$ cat src/rtl/dfr_phase_sequencer_if.sv
// ----------------------------------------------------------------------------
// dfr_phase_sequencer_if
// Bundles the datapath-facing signals of the DFR phase sequencer.
//   master (sequencer side): drives input-mem read, reservoir request,
//                            history write, matmul launch and output write;
//                            receives res_ack and mm_done.
//   slave  (datapath side) : the mirror image.
// Signals:
//   in_rd_en / in_rd_addr      input mem read strobe / global step index
//   res_req / res_ack          reservoir step handshake
//   hist_wr_en / hist_wr_addr  reservoir history write strobe / address
//   mm_start / mm_base_addr    matmul launch / first history addr of the sample
//   mm_done                    matmul result valid
//   out_wr_en / out_wr_addr    DFR output write strobe / test sample index
// ----------------------------------------------------------------------------
interface dfr_phase_sequencer_if #(
    parameter int IN_ADDR_WIDTH   = 16,
    parameter int HIST_ADDR_WIDTH = 16,
    parameter int OUT_ADDR_WIDTH  = 16
);
    logic                       in_rd_en;
    logic [IN_ADDR_WIDTH-1:0]   in_rd_addr;
    logic                       res_req;
    logic                       res_ack;
    logic                       hist_wr_en;
    logic [HIST_ADDR_WIDTH-1:0] hist_wr_addr;
    logic                       mm_start;
    logic [HIST_ADDR_WIDTH-1:0] mm_base_addr;
    logic                       mm_done;
    logic                       out_wr_en;
    logic [OUT_ADDR_WIDTH-1:0]  out_wr_addr;

    modport master (
        output in_rd_en, in_rd_addr, res_req, hist_wr_en, hist_wr_addr,
               mm_start, mm_base_addr, out_wr_en, out_wr_addr,
        input  res_ack, mm_done
    );

    modport slave (
        input  in_rd_en, in_rd_addr, res_req, hist_wr_en, hist_wr_addr,
               mm_start, mm_base_addr, out_wr_en, out_wr_addr,
        output res_ack, mm_done
    );
endinterface

$ cat src/rtl/dfr_phase_sequencer.sv
// ----------------------------------------------------------------------------
// dfr_phase_sequencer
// Walks the DFR datapath through the INIT, TRAIN and TEST phases after a
// start pulse. Every step reads one input sample, handshakes one reservoir
// step and (outside INIT) logs the reservoir output to history memory. After
// each TEST sample the output matmul is launched and its result committed to
// the DFR output memory.
// Ports:
//   clk, rst          clock, synchronous active-high reset
//   start             launch pulse, ignored while busy
//   cfg_*_samples     per-phase sample counts (latched on start)
//   cfg_steps         reservoir steps per sample (latched on start)
//   busy/done/cfg_err run status; done and cfg_err are 1-cycle pulses
//   phase             0 idle, 1 init, 2 train, 3 test
//   bus               datapath handshakes (dfr_phase_sequencer_if.master)
// ----------------------------------------------------------------------------
module dfr_phase_sequencer #(
    parameter int CFG_WIDTH       = 32,
    parameter int IN_ADDR_WIDTH   = 16,
    parameter int HIST_ADDR_WIDTH = 16,
    parameter int OUT_ADDR_WIDTH  = 16
) (
    input  logic                 clk,
    input  logic                 rst,
    input  logic                 start,
    input  logic [CFG_WIDTH-1:0] cfg_init_samples,
    input  logic [CFG_WIDTH-1:0] cfg_train_samples,
    input  logic [CFG_WIDTH-1:0] cfg_test_samples,
    input  logic [CFG_WIDTH-1:0] cfg_steps,
    output logic                 busy,
    output logic                 done,
    output logic                 cfg_err,
    output logic [1:0]           phase,
    dfr_phase_sequencer_if.master bus
);
    typedef enum logic [2:0] {
        S_IDLE, S_RD, S_REQ, S_MM_START, S_MM_WAIT, S_DONE
    } state_t;

    localparam logic [1:0] PH_NONE  = 2'd0;
    localparam logic [1:0] PH_INIT  = 2'd1;
    localparam logic [1:0] PH_TRAIN = 2'd2;
    localparam logic [1:0] PH_TEST  = 2'd3;

    localparam logic [CFG_WIDTH-1:0]       CFG_ONE  = 1;
    localparam logic [IN_ADDR_WIDTH-1:0]   IN_ONE   = 1;
    localparam logic [HIST_ADDR_WIDTH-1:0] HIST_ONE = 1;
    localparam logic [OUT_ADDR_WIDTH-1:0]  OUT_ONE  = 1;

    state_t                     state_q, state_d;
    logic [1:0]                 cur_phase_q, cur_phase_d;
    logic [CFG_WIDTH-1:0]       init_n_q, init_n_d;
    logic [CFG_WIDTH-1:0]       train_n_q, train_n_d;
    logic [CFG_WIDTH-1:0]       test_n_q, test_n_d;
    logic [CFG_WIDTH-1:0]       steps_q, steps_d;
    logic [CFG_WIDTH-1:0]       step_q, step_d;       // step within sample
    logic [CFG_WIDTH-1:0]       sample_q, sample_d;   // sample within phase
    logic [IN_ADDR_WIDTH-1:0]   gstep_q, gstep_d;     // global step index
    logic [HIST_ADDR_WIDTH-1:0] hist_addr_q, hist_addr_d;
    logic [HIST_ADDR_WIDTH-1:0] base_q, base_d;       // first hist addr of sample
    logic [OUT_ADDR_WIDTH-1:0]  out_addr_q, out_addr_d;

    // Registered outputs, loaded from the next-state decode
    logic       in_rd_en_q, res_req_q, mm_start_q;
    logic       busy_q, done_q, cfg_err_q;
    logic [1:0] phase_q;

    logic                 step_hs;
    logic                 hist_wr;
    logic                 out_wr;
    logic [CFG_WIDTH-1:0] cur_count;
    logic [1:0]           first_phase;
    logic [1:0]           next_phase;

    // res_req_q is high exactly in REQ, so this is the completed handshake
    assign step_hs = res_req_q & bus.res_ack;
    assign hist_wr = step_hs & (cur_phase_q != PH_INIT);
    assign out_wr  = (state_q == S_MM_WAIT) & bus.mm_done;

    always_comb begin
        // Phases with zero samples are skipped on launch and on advance
        first_phase = PH_NONE;
        if (cfg_init_samples != '0)       first_phase = PH_INIT;
        else if (cfg_train_samples != '0) first_phase = PH_TRAIN;
        else if (cfg_test_samples != '0)  first_phase = PH_TEST;

        next_phase = PH_NONE;
        if (cur_phase_q == PH_INIT && train_n_q != '0) next_phase = PH_TRAIN;
        else if (cur_phase_q != PH_TEST && test_n_q != '0) next_phase = PH_TEST;

        case (cur_phase_q)
            PH_INIT:  cur_count = init_n_q;
            PH_TRAIN: cur_count = train_n_q;
            default:  cur_count = test_n_q;
        endcase
    end

    always_comb begin
        state_d     = state_q;
        cur_phase_d = cur_phase_q;
        init_n_d    = init_n_q;
        train_n_d   = train_n_q;
        test_n_d    = test_n_q;
        steps_d     = steps_q;
        step_d      = step_q;
        sample_d    = sample_q;
        gstep_d     = gstep_q;
        hist_addr_d = hist_addr_q;
        base_d      = base_q;
        out_addr_d  = out_addr_q;

        case (state_q)
            S_IDLE: begin
                if (start) begin
                    init_n_d    = cfg_init_samples;
                    train_n_d   = cfg_train_samples;
                    test_n_d    = cfg_test_samples;
                    steps_d     = cfg_steps;
                    step_d      = '0;
                    sample_d    = '0;
                    gstep_d     = '0;
                    hist_addr_d = '0;
                    base_d      = '0;
                    out_addr_d  = '0;
                    if (cfg_steps == '0 || first_phase == PH_NONE) begin
                        state_d = S_DONE;
                    end else begin
                        state_d     = S_RD;
                        cur_phase_d = first_phase;
                    end
                end
            end
            S_RD: state_d = S_REQ;
            S_REQ: begin
                if (step_hs) begin
                    gstep_d = gstep_q + IN_ONE;
                    if (hist_wr) hist_addr_d = hist_addr_q + HIST_ONE;
                    if (step_q == steps_q - CFG_ONE) begin
                        step_d = '0;
                        if (cur_phase_q == PH_TEST) begin
                            // base_q still points at this sample's first step
                            state_d = S_MM_START;
                        end else begin
                            base_d = hist_addr_d;
                            if (sample_q == cur_count - CFG_ONE) begin
                                sample_d = '0;
                                if (next_phase == PH_NONE) begin
                                    state_d = S_DONE;
                                end else begin
                                    cur_phase_d = next_phase;
                                    state_d     = S_RD;
                                end
                            end else begin
                                sample_d = sample_q + CFG_ONE;
                                state_d  = S_RD;
                            end
                        end
                    end else begin
                        step_d  = step_q + CFG_ONE;
                        state_d = S_RD;
                    end
                end
            end
            S_MM_START: state_d = S_MM_WAIT;
            S_MM_WAIT: begin
                if (bus.mm_done) begin
                    out_addr_d = out_addr_q + OUT_ONE;
                    base_d     = hist_addr_q;
                    if (sample_q == test_n_q - CFG_ONE) begin
                        state_d = S_DONE;
                    end else begin
                        sample_d = sample_q + CFG_ONE;
                        state_d  = S_RD;
                    end
                end
            end
            S_DONE:  state_d = S_IDLE;
            default: state_d = S_IDLE;
        endcase
    end

    always_ff @(posedge clk) begin
        if (rst) begin
            state_q     <= S_IDLE;
            cur_phase_q <= PH_NONE;
            init_n_q    <= '0;
            train_n_q   <= '0;
            test_n_q    <= '0;
            steps_q     <= '0;
            step_q      <= '0;
            sample_q    <= '0;
            gstep_q     <= '0;
            hist_addr_q <= '0;
            base_q      <= '0;
            out_addr_q  <= '0;
            in_rd_en_q  <= 1'b0;
            res_req_q   <= 1'b0;
            mm_start_q  <= 1'b0;
            busy_q      <= 1'b0;
            done_q      <= 1'b0;
            cfg_err_q   <= 1'b0;
            phase_q     <= PH_NONE;
        end else begin
            state_q     <= state_d;
            cur_phase_q <= cur_phase_d;
            init_n_q    <= init_n_d;
            train_n_q   <= train_n_d;
            test_n_q    <= test_n_d;
            steps_q     <= steps_d;
            step_q      <= step_d;
            sample_q    <= sample_d;
            gstep_q     <= gstep_d;
            hist_addr_q <= hist_addr_d;
            base_q      <= base_d;
            out_addr_q  <= out_addr_d;
            in_rd_en_q  <= (state_d == S_RD);
            res_req_q   <= (state_d == S_REQ);
            mm_start_q  <= (state_d == S_MM_START);
            busy_q      <= (state_d != S_IDLE);
            done_q      <= (state_d == S_DONE);
            // DONE straight from IDLE is the only path that can carry an error
            cfg_err_q   <= (state_q == S_IDLE) && start && (cfg_steps == '0);
            phase_q     <= (state_d == S_IDLE || state_d == S_DONE) ? PH_NONE : cur_phase_d;
        end
    end

    assign busy             = busy_q;
    assign done             = done_q;
    assign cfg_err          = cfg_err_q;
    assign phase            = phase_q;
    assign bus.in_rd_en     = in_rd_en_q;
    assign bus.in_rd_addr   = gstep_q;
    assign bus.res_req      = res_req_q;
    assign bus.hist_wr_en   = hist_wr;
    assign bus.hist_wr_addr = hist_addr_q;
    assign bus.mm_start     = mm_start_q;
    assign bus.mm_base_addr = base_q;
    assign bus.out_wr_en    = out_wr;
    assign bus.out_wr_addr  = out_addr_q;
endmodule

$ cat src/flat_wrapper.sv
// flat-port wrapper written by rule: the top's interface ports become plain ports
module dfr_phase_sequencer_flat 
#(
    parameter int CFG_WIDTH       = 32,
    parameter int IN_ADDR_WIDTH   = 16,
    parameter int HIST_ADDR_WIDTH = 16,
    parameter int OUT_ADDR_WIDTH  = 16
)
  (clk, rst, start, cfg_init_samples, cfg_train_samples, cfg_test_samples, cfg_steps, busy, done, cfg_err, phase, bus_in_rd_en, bus_in_rd_addr, bus_res_req, bus_hist_wr_en, bus_hist_wr_addr, bus_mm_start, bus_mm_base_addr, bus_out_wr_en, bus_out_wr_addr, bus_res_ack, bus_mm_done);
  dfr_phase_sequencer_if #(.IN_ADDR_WIDTH(IN_ADDR_WIDTH), .HIST_ADDR_WIDTH(HIST_ADDR_WIDTH), .OUT_ADDR_WIDTH(OUT_ADDR_WIDTH)) bus_i ();
  input  logic clk;
  input  logic rst;
  input  logic start;
  input  logic [CFG_WIDTH-1:0] cfg_init_samples;
  input  logic [CFG_WIDTH-1:0] cfg_train_samples;
  input  logic [CFG_WIDTH-1:0] cfg_test_samples;
  input  logic [CFG_WIDTH-1:0] cfg_steps;
  output logic busy;
  output logic done;
  output logic cfg_err;
  output logic [1:0] phase;
  output wire logic [$bits(bus_i.in_rd_en)-1:0] bus_in_rd_en;
  output wire logic [$bits(bus_i.in_rd_addr)-1:0] bus_in_rd_addr;
  output wire logic [$bits(bus_i.res_req)-1:0] bus_res_req;
  output wire logic [$bits(bus_i.hist_wr_en)-1:0] bus_hist_wr_en;
  output wire logic [$bits(bus_i.hist_wr_addr)-1:0] bus_hist_wr_addr;
  output wire logic [$bits(bus_i.mm_start)-1:0] bus_mm_start;
  output wire logic [$bits(bus_i.mm_base_addr)-1:0] bus_mm_base_addr;
  output wire logic [$bits(bus_i.out_wr_en)-1:0] bus_out_wr_en;
  output wire logic [$bits(bus_i.out_wr_addr)-1:0] bus_out_wr_addr;
  input wire logic [$bits(bus_i.res_ack)-1:0] bus_res_ack;
  input wire logic [$bits(bus_i.mm_done)-1:0] bus_mm_done;
  assign bus_in_rd_en = bus_i.in_rd_en;
  assign bus_in_rd_addr = bus_i.in_rd_addr;
  assign bus_res_req = bus_i.res_req;
  assign bus_hist_wr_en = bus_i.hist_wr_en;
  assign bus_hist_wr_addr = bus_i.hist_wr_addr;
  assign bus_mm_start = bus_i.mm_start;
  assign bus_mm_base_addr = bus_i.mm_base_addr;
  assign bus_out_wr_en = bus_i.out_wr_en;
  assign bus_out_wr_addr = bus_i.out_wr_addr;
  assign bus_i.res_ack = bus_res_ack;
  assign bus_i.mm_done = bus_mm_done;
  dfr_phase_sequencer #(.CFG_WIDTH(CFG_WIDTH), .IN_ADDR_WIDTH(IN_ADDR_WIDTH), .HIST_ADDR_WIDTH(HIST_ADDR_WIDTH), .OUT_ADDR_WIDTH(OUT_ADDR_WIDTH)) u_core (.clk(clk), .rst(rst), .start(start), .cfg_init_samples(cfg_init_samples), .cfg_train_samples(cfg_train_samples), .cfg_test_samples(cfg_test_samples), .cfg_steps(cfg_steps), .busy(busy), .done(done), .cfg_err(cfg_err), .phase(phase), .bus(bus_i));
endmodule
$ cat config.mk
export PLATFORM = sky130hd
export DESIGN_NAME = dfr_phase_sequencer_flat
export DESIGN_NICKNAME = d
export VERILOG_FILES = /design/src/rtl/dfr_phase_sequencer_if.sv /design/src/rtl/dfr_phase_sequencer.sv /design/src/flat_wrapper.sv
export SDC_FILE = /design/constraint.sdc
export NUM_CORES = 1
export LEC_CHECK = 0
export CORE_MARGIN = 5
export CORE_UTILIZATION = 40
export CTS_BUF_LIST = sky130_fd_sc_hd__clkbuf_8 sky130_fd_sc_hd__clkbuf_16
export DETAILED_ROUTE_END_ITERATION = 12
export GPL_TIMING_DRIVEN = 1
export PLACE_DENSITY_LB_ADDON = 0.15
export SLEW_MARGIN = 0
export SYNTH_ARGS = -nofsm -noshare
export SYNTH_HDL_FRONTEND = slang
export SYNTH_SLANG_ARGS = --single-unit
$ cat constraint.sdc
create_clock -name clk -period 11.2 [get_ports clk]
set_clock_uncertainty 0.05 [all_clocks]
set_input_delay 2.24 -clock clk [delete_from_list [all_inputs] [get_ports clk]]
set_output_delay 2.24 -clock clk [all_outputs]
set_load 0.01 [all_outputs]
Yosys cells after proc, flatten, opt, wreduce, memory -nomap -nowiden
Index checks and enable logic that the tools add are counted.

word-level totals
  flip-flop bits (word level) = 269
  input port bits = 133

cells by class
  add/subtract/negate cells = 8
  equal/unequal tests = 22
  reductions and logical operators = 26
  bitwise operators = 3
  multiplexer cells = 48

operators with widths
  kind                                                                     number
  32-bit two-way mux                                                       9
  32-bit nonzero test                                                      5
  16-bit two-way mux                                                       9
  32-bit one-hot mux with 2 select lines                                   2
  32-bit == test                                                           3
  16-bit one-hot mux with 2 select lines                                   3
  32-bit one-hot mux with 3 select lines                                   1
  32-bit by 1-bit subtractor with 32-bit output, second input constant     3
  32-bit by 1-bit adder with 32-bit output, second input constant          2
  16-bit by 1-bit adder with 16-bit output, second input constant          3
  16-bit one-hot mux with 3 select lines                                   1
  32-bit logical NOT                                                       1
  3-bit two-way mux                                                        9
  2-bit two-way mux                                                        12
  3-bit one-hot mux with 5 select lines                                    1
  3-bit by 2-bit == test with 1-bit output, second input constant          4
  2-bit inequality test, second input constant                             5
  7-bit AND reduction                                                      1
  3-bit by 1-bit == test with 1-bit output, second input constant          2
  3-bit == test, second input constant                                     2
  3-bit logical NOT                                                        2
  2-bit by 1-bit inequality test with 1-bit output, second input constant  3
  3-bit AND reduction                                                      2
  6-bit AND reduction                                                      1
  other kinds (11)                                                         21

Logic depth before layout (Yosys ltp)
Gate-level depths: netlist of the first run.

  depth in word-level cells = 14
  mapped depth = 18

Worst setup path before layout of the first run
OpenSTA, ideal clock, no wires.

  path type = input-to-output
  start = in bus_res_ack
  end = out bus_hist_wr_en
  cell stages on the path = 2
  required time = 8.910 ns
  arrival time = 2.644 ns
  path slack = 6.266 ns
  path through = nand2_1 > nor2_1

on the way
  longest elaborated chain between the ends = 2

ends and longest elaborated chain
  element            line                       RTL
  from (decl)        flat_wrapper.sv:31         input wire logic [$bits(bus_i.res_ack)-1:0] bus_res_ack;
  1-bit bitwise AND  dfr_phase_sequencer.sv:76  assign step_hs = res_req_q & bus.res_ack;
  1-bit bitwise AND  dfr_phase_sequencer.sv:77  assign hist_wr = step_hs & (cur_phase_q != PH_INIT);
  to (decl)          flat_wrapper.sv:25         output wire logic [$bits(bus_i.hist_wr_en)-1:0] bus_hist_wr_en;

No other way between the ends.

Worst setup path after layout of the first run
Same ends and word-level chain as after synthesis.

==> run metrics, run 1 <==
number of buffers added by the clock tree synthesis step=35; Period Utilization, post-route=56.10%; setup violators final=0; number of global-route vias before repair=15058; via count=about 16000; leakage power=6.662 nW; number of DRC violations after detailed-routing iteration 0=between 1500 and 2000; global-route wire length before repair=~86 mm; unrepaired setup endpoints after global routing=no; MaxCap Viol Count=0; status=finished, final reports clean; worst hold path class=flip-flop to flip-flop; post-synthesis cell count=~2100; YS warnings=0; Congestion Overflow GR=0; number of cells after detailed placement=2720; Routed WL=55.47 mm; slew at the pin closest to its max-slew limit=between 1 and 1.5 ns; Chip Width=~210 um; RePlAce Congestion=about 0.94; Place WS=4.875 ns; post-synth net total=2259; aggregate negative setup slack=0 ns; syn_area_per_cell=7.478 sq um; launching element of the worst setup path=bus_res_ack; leading post-synthesis cells by instance count=nand2_1, dfxtp_1, a21oi_1; effective utilization at floorplan=between 40% and 50%; type of origin of the critical path=primary input; count of buffers from port buffering=~200; NumNets Final=2384; io pins=between 200 and 250; antenna cells=0; placeable core region=0.03892 sq mm; number of slew-limit violations in the final report=0; slowest cell delay on critical path=around 0.64 ns; endpoint required time on the critical path=around 8.9 ns; fmax=~160 MHz; CP arrival=3.99 ns; Peak VDD IR=around 93 uV; depth of the worst register-to-register path=16; TritonCTS clock tree=done; startpoint of the worst-slack reg-to-reg timing path=u_core.cur_phase_q[0]; most repeated library cell on the critical path=clkdlybuf4s50_1; area of the die=between 0.04 and 0.05 sq mm; type of the worst setup path=primary input to primary output; # rows=72; library cell occupying the most area in the post-synthesis netlist=dfxtp_1; clock net sink count=269; placement-stage cell area=approximately 0.018 sq mm; number of buffers and inverters on the critical path=2; Reg-to-Reg End=u_core.sample_q[19]; Worst Setup End Kind=primary output; ys flop type=dfxtp_1; share of post-route cells with drive strength above 1=5.004%; count of instances resized after the clock tree is built=0; DRC violations left=0; routed wirelength normalized by instance count=around 20 um; clock latency of the later-clocked register in the worst-skew pair=0.56 ns; most common cell in the synthesized netlist=nand2_1; Final Hold Viols=0; largest delay contributor family on the critical path=buffers and inverters; final design utilization=approximately half; worst setup slack after layout=4.917 ns; post-route cell area=0.01922 sq mm; number of buffers on the longest clock path=3; top area cells in the synthesized netlist=dfxtp_1, nand2_1, a21oi_1, xor2_1, xnor2_1; Die Ht=roughly 210 um; largest fanout of any net on the critical path=6; Power per Cell Area=148.9 mW/mm^2; post-synthesis cell type count=83; Clock Root Buffer=clkbuf_16; slack of the worst reg-to-reg path=about 5.5 ns; fraction of registers with async set or reset after synthesis=0%; clock period minus final worst setup slack=approximately 6.3 ns; residual antenna-violating net count after detailed routing=0; setup fix buffers added after clock tree synthesis=0; register bit total from synthesis=about 270; Worst path depth=4; sequential-to-total area share from yosys stat=about a third; number of iterations in the first detailed-routing pass=6; post-synth top area share=approximately 34%; ordered cell list for the critical path=clkdlybuf4s50_1 -> nand2_1 -> nor2_1 -> clkdlybuf4s50_1; netlist area before placement=roughly 0.016 sq mm; timing endpoint of the critical path=bus_hist_wr_en; deepest level of the CTS H-tree=2; Layout Area Growth over Synthesis=21.58%; DPL Wire Length=a little over 40 mm; Max-slew headroom=29.41%; number of flops mapped to enable cells by yosys=0; Reg clk slew, reported paths=0.06 ns; detailed-route vias per instance=between 5 and 6; slowest stage cell on the critical path=clkdlybuf4s50_1; final cell count without fillers=between 2000 and 3000; hold-fix buffers at CTS=0; Total Routing Usage GR=about 24%; number of antenna violations at the first check in global routing=3; largest net degree at the start of global routing=118
power by group:
group	switching [mW]	internal (mW)
sequential	0.0547	1.00
clock	0.446	0.637
combinational	0.438	0.284
total	0.939	1.92
layout make-up:
| class | count | area (sq um) |
|---|---|---|
| clock buffers | 40 | 955.9 |
| clock inverters | 16 | 151.4 |
| fillers | 3846 | 19700 |
| inverters | 38 | 142.6 |
| multi-input cells | 1672 | 9746 |
| flip-flops and latches | 269 | 5385 |
| well taps | 518 | 648.1 |
| repair buffers | 223 | 2191 |
worst reg2reg max path, delay by kind of cell (launching register included):
| family | cells | cell delay [ns] |
|---|---|---|
| and+or+nand+nor | 3 | 1.19 |
| adders and majority gates | 2 | 0.50 |
| DFF | 1 | 0.38 |
| buffers and inverters | 4 | 0.84 |
| AOI/OAI and AO/OA | 7 | 2.65 |
cell families (layout without fill, tap and decap cells):
kind of cell / after synthesis / after routing / synth area share [%]
xor+xnor: 165 / 165 / 9.141
mux: 10 / 10 / 0.6569
flops: 269 / 269 / 34.06
fa+ha+maj: 12 / 12 / 0.9497
buf+inv: 173 / 317 / 4.440
simple gates: 1000 / 1000 / 31.61
compound gates: 485 / 485 / 19.14
stage by stage:
stage | total power, mW | hold slack (ns)
floorplan | 1.547 | 0.3864
global placement | 1.778 | 0.3931
detailed placement | 1.782 | 0.3966
CTS | 2.878 | 0.4043
global route | 3.001 | 0.4279
finish | 2.862 | 0.4066
flip-flops by register name, summed over array words and instances (netlist names):
name                     cells
u_core.state_q               3
u_core.cfg_err               1
u_core.busy                  1
u_core.bus.mm_base_addr     16
u_core.bus.hist_wr_addr     16
u_core.phase                 2
u_core.cur_phase_q           2
u_core.done                  1
u_core.bus.in_rd_en          1
u_core.sample_q             32
u_core.test_n_q             32
u_core.step_q               32
u_core.bus.out_wr_addr      16
u_core.steps_q              32
u_core.bus.mm_start          1
u_core.init_n_q             32
u_core.bus.in_rd_addr       16
u_core.bus.res_req           1
u_core.train_n_q            32
placed cells by master (no fill, tap or decap), types with 20 or more instances in the layout:
master / n
a211oi_1: 20
a21oi_1: 227
and3_1: 28
clkbuf_16: 36
clkdlybuf4s50_1: 205
dfxtp_1: 269
inv_1: 45
nand2_1: 373
nand3_1: 60
nand4_1: 67
nor2_1: 171
nor2b_1: 23
nor3_1: 50
nor4_1: 73
o21ai_0: 74
or3_1: 31
or4_1: 22
xnor2_1: 81
xor2_1: 84
layer usage:
layer,GRT usage [%],routed length [um],vias up
li1,-,-,7847
met1,36.34,26610,7792
met2,34.84,23050,547
met3,5.384,4420,90
met4,6.526,1349,6
met5,0,39,-
how the worst min path moves through the flow:
stage / start / end / slack [ns] / cells past startpoint
after global routing: u_core.init_n_q[5] / u_core.init_n_q[5] / 0.43 / 2
after CTS: u_core.init_n_q[22] / u_core.init_n_q[22] / 0.40 / 2
after floorplan: u_core.init_n_q[0] / u_core.init_n_q[0] / 0.39 / 2
after global placement: u_core.init_n_q[23] / u_core.init_n_q[23] / 0.39 / 2
final: u_core.init_n_q[14] / u_core.init_n_q[14] / 0.41 / 2
after detailed placement: u_core.init_n_q[14] / u_core.init_n_q[14] / 0.40 / 2
No activity file was read; power rests on OpenSTA's default activity.
==> run 2, diff against run 1 <==
==> constraint.sdc (replaced) <==
create_clock -name clk -period 5.15 [get_ports clk]
set_clock_uncertainty 0.05 [all_clocks]
set_input_delay 1.03 -clock clk [delete_from_list [all_inputs] [get_ports clk]]
set_output_delay 1.03 -clock clk [all_outputs]
set_load 0.01 [all_outputs]
==> run 2 against run 1 <==
Against the previous run:
- count of clock-buffer cells in the layout did not move
- power rose by 130%
- critical path depth rose by 9
- non-clock buffer count rose by 17
- sequential cell count did not move
- sequential share of layout area fell by 0.44 points
- first-iteration DRC count fell by 2.9%
- critical path type is now flip-flop to flip-flop
- highest routed layer is now met4
==> run metrics, run 2 (same netlist as run 1, synthesis figures left out) <==
status=finished, final reports clean; slowest cell delay on critical path=0.57 ns; number of buffers on the longest clock path=3; TritonCTS clock tree=done; count of buffers from port buffering=between 200 and 250; number of slew-limit violations in the final report=0; leakage power=about 7 nW; ordered cell list for the critical path=inv_1 -> ha_1 -> buf_12 -> a221oi_1 -> o22ai_1 -> nor4b_2 -> nand3_1 -> o41a_1 -> a2111oi_2 -> a31oi_1 -> o31ai_4 -> buf_12 -> o21ba_2; Worst path depth=13; largest delay contributor family on the critical path=compound AO/OA/AOI/OAI gates; slew at the pin closest to its max-slew limit=0.9514 ns; endpoint required time on the critical path=about 5.5 ns; worst hold path class=flip-flop to flip-flop; number of global-route vias before repair=15390; Chip Width=around 210 um; final design utilization=between 50% and 60%; clock net sink count=between 200 and 300; placement-stage cell area=around 0.018 sq mm; depth of the worst register-to-register path=13; Reg clk slew, reported paths=0.06 ns; total power=6.545 mW; Peak VDD IR=between 150 and 200 uV; startpoint of the worst-slack reg-to-reg timing path=u_core.cur_phase_q[0]; launching element of the worst setup path=u_core.cur_phase_q[0]; area of the die=between 0.04 and 0.05 sq mm; post-route cell area=~0.020 sq mm; met3 Usage GRT=5.744%; worst hold endpoint=u_core.init_n_q[28]; unrepaired setup endpoints after global routing=no; global-route met2 utilization=about 36%; source of the worst hold timing path=u_core.init_n_q[28]; MaxCap Viol Count=0; DRC violations left=0; largest fanout of any net on the critical path=between 50 and 60; Period Utilization, post-route=between 90% and 100%; Power per Cell Area=335.2 mW/mm^2; antenna cells=0; share of post-route cells with drive strength above 1=~6.0%; number of iterations in the first detailed-routing pass=6; via count=16386; Congestion Overflow GR=0; type of the worst setup path=flip-flop to flip-flop; type of origin of the critical path=flip-flop; Filler Cells Inserted=just under 4000; number of cells after detailed placement=between 2000 and 3000; Final Hold Viols=0; final cell count without fillers=approximately 2800; effective utilization at floorplan=approximately 41%; CP arrival=between 5 and 6 ns; Clock Root Buffer=clkbuf_16; Reg-to-Reg End=u_core.sample_q[19]; Layout Area Growth over Synthesis=23.50%; deepest level of the CTS H-tree=2; layer carrying the most global-route usage=met1; slowest stage cell on the critical path=nor4b_2; slack of the worst reg-to-reg path=0.45 ns; # rows=just over 70; global-route wire length before repair=between 80 and 90 mm; number of buffers added by the clock tree synthesis step=34; Routed WL=~58 mm; Total Routing Usage GR=approximately a quarter; worst setup slack after layout=between 0.4 and 0.5 ns; global routing met1 resource utilization=between 30% and 40%; hold-critical path depth=2; area taken by multi-input logic gates=between 0.009 and 0.01 sq mm; number of DRC violations after detailed-routing iteration 0=around 1600; io pins=207; largest net degree at the start of global routing=79; most common cell after layout, fill and taps aside=nand2_1; residual antenna-violating net count after detailed routing=0; number of antenna violations at the first check in global routing=0; Max-slew headroom=between 30% and 40%; aggregate negative setup slack=0 ns; RePlAce Congestion=~0.94; Worst Setup End Kind=flip-flop; number of buffers and inverters on the critical path=3; placeable core region=around 0.039 sq mm; fmax=between 200 and 250 MHz; setup fix buffers added after clock tree synthesis=0; DPL Wire Length=between 40 and 50 mm; Place WS=0.4110 ns; Hold Worst Slack=0.4093 ns; routed wirelength normalized by instance count=approximately 21 um; clock period minus final worst setup slack=about 4.7 ns; most frequent cells in the layout=nand2_1, dfxtp_1, a21oi_1; total area of sequential cells=between 0.005 and 0.006 sq mm; most repeated library cell on the critical path=buf_12; Die Ht=~210 um; clock latency of the later-clocked register in the worst-skew pair=approximately 0.54 ns; NumNets Final=2400; detailed-route vias per instance=roughly 5.9; setup violators final=0
==> run 2: cell type report <==
type                            instances  share of cell area [%]
Sequential cell                       269                   27.58
Tap cell                              518                   3.320
Inverter                               38                  0.7306
Multi-Input combinational cell       1672                   50.01
Timing Repair Buffer                  240                   12.07
Clock buffer                           40                   4.839
Clock inverter                         19                   1.455
==> run 2: timing repair <==
item                       4_1_cts  5_1_grt
setup endpoints to repair        0        2
gates resized for setup          0        2
hold buffers                     0        0
==> run 2: metal layers <==
metal | wire, um | vias up | share of wire [%]
met5 | 0 | - | 0
met4 | 1407 | 0 | 2.4
met3 | 4623 | 87 | 8.0
met2 | 24000 | 559 | 42
met1 | 27540 | 7851 | 48
li1 | - | 7889 | -
==> run 2: worst max path at each step <==
stage                     endpoint  slack (ns)
2_1_floorplan  u_core.sample_q[30]        0.88
6_report       u_core.sample_q[19]        0.45
5_1_grt        u_core.sample_q[19]        0.06
4_1_cts        u_core.sample_q[19]        0.40
3_3_place_gp   u_core.sample_q[12]        0.55
3_5_place_dp   u_core.sample_q[12]        0.41
==> run 2: worst min-delay path, cell delays in order, from the launching register on <==
cell and delay, ns:
dfxtp_1 0.31, nand2_1 0.05, a21oi_1 0.05
==> run 2: report_power, final <==
group          total [mW]  leakage, nW  switching [mW]  internal, mW
registers            2.32         2.19           0.138          2.18
logic                1.60         4.01           0.954         0.649
clock network        2.63        0.615           0.965          1.66
total                6.55         6.82            2.06          4.49
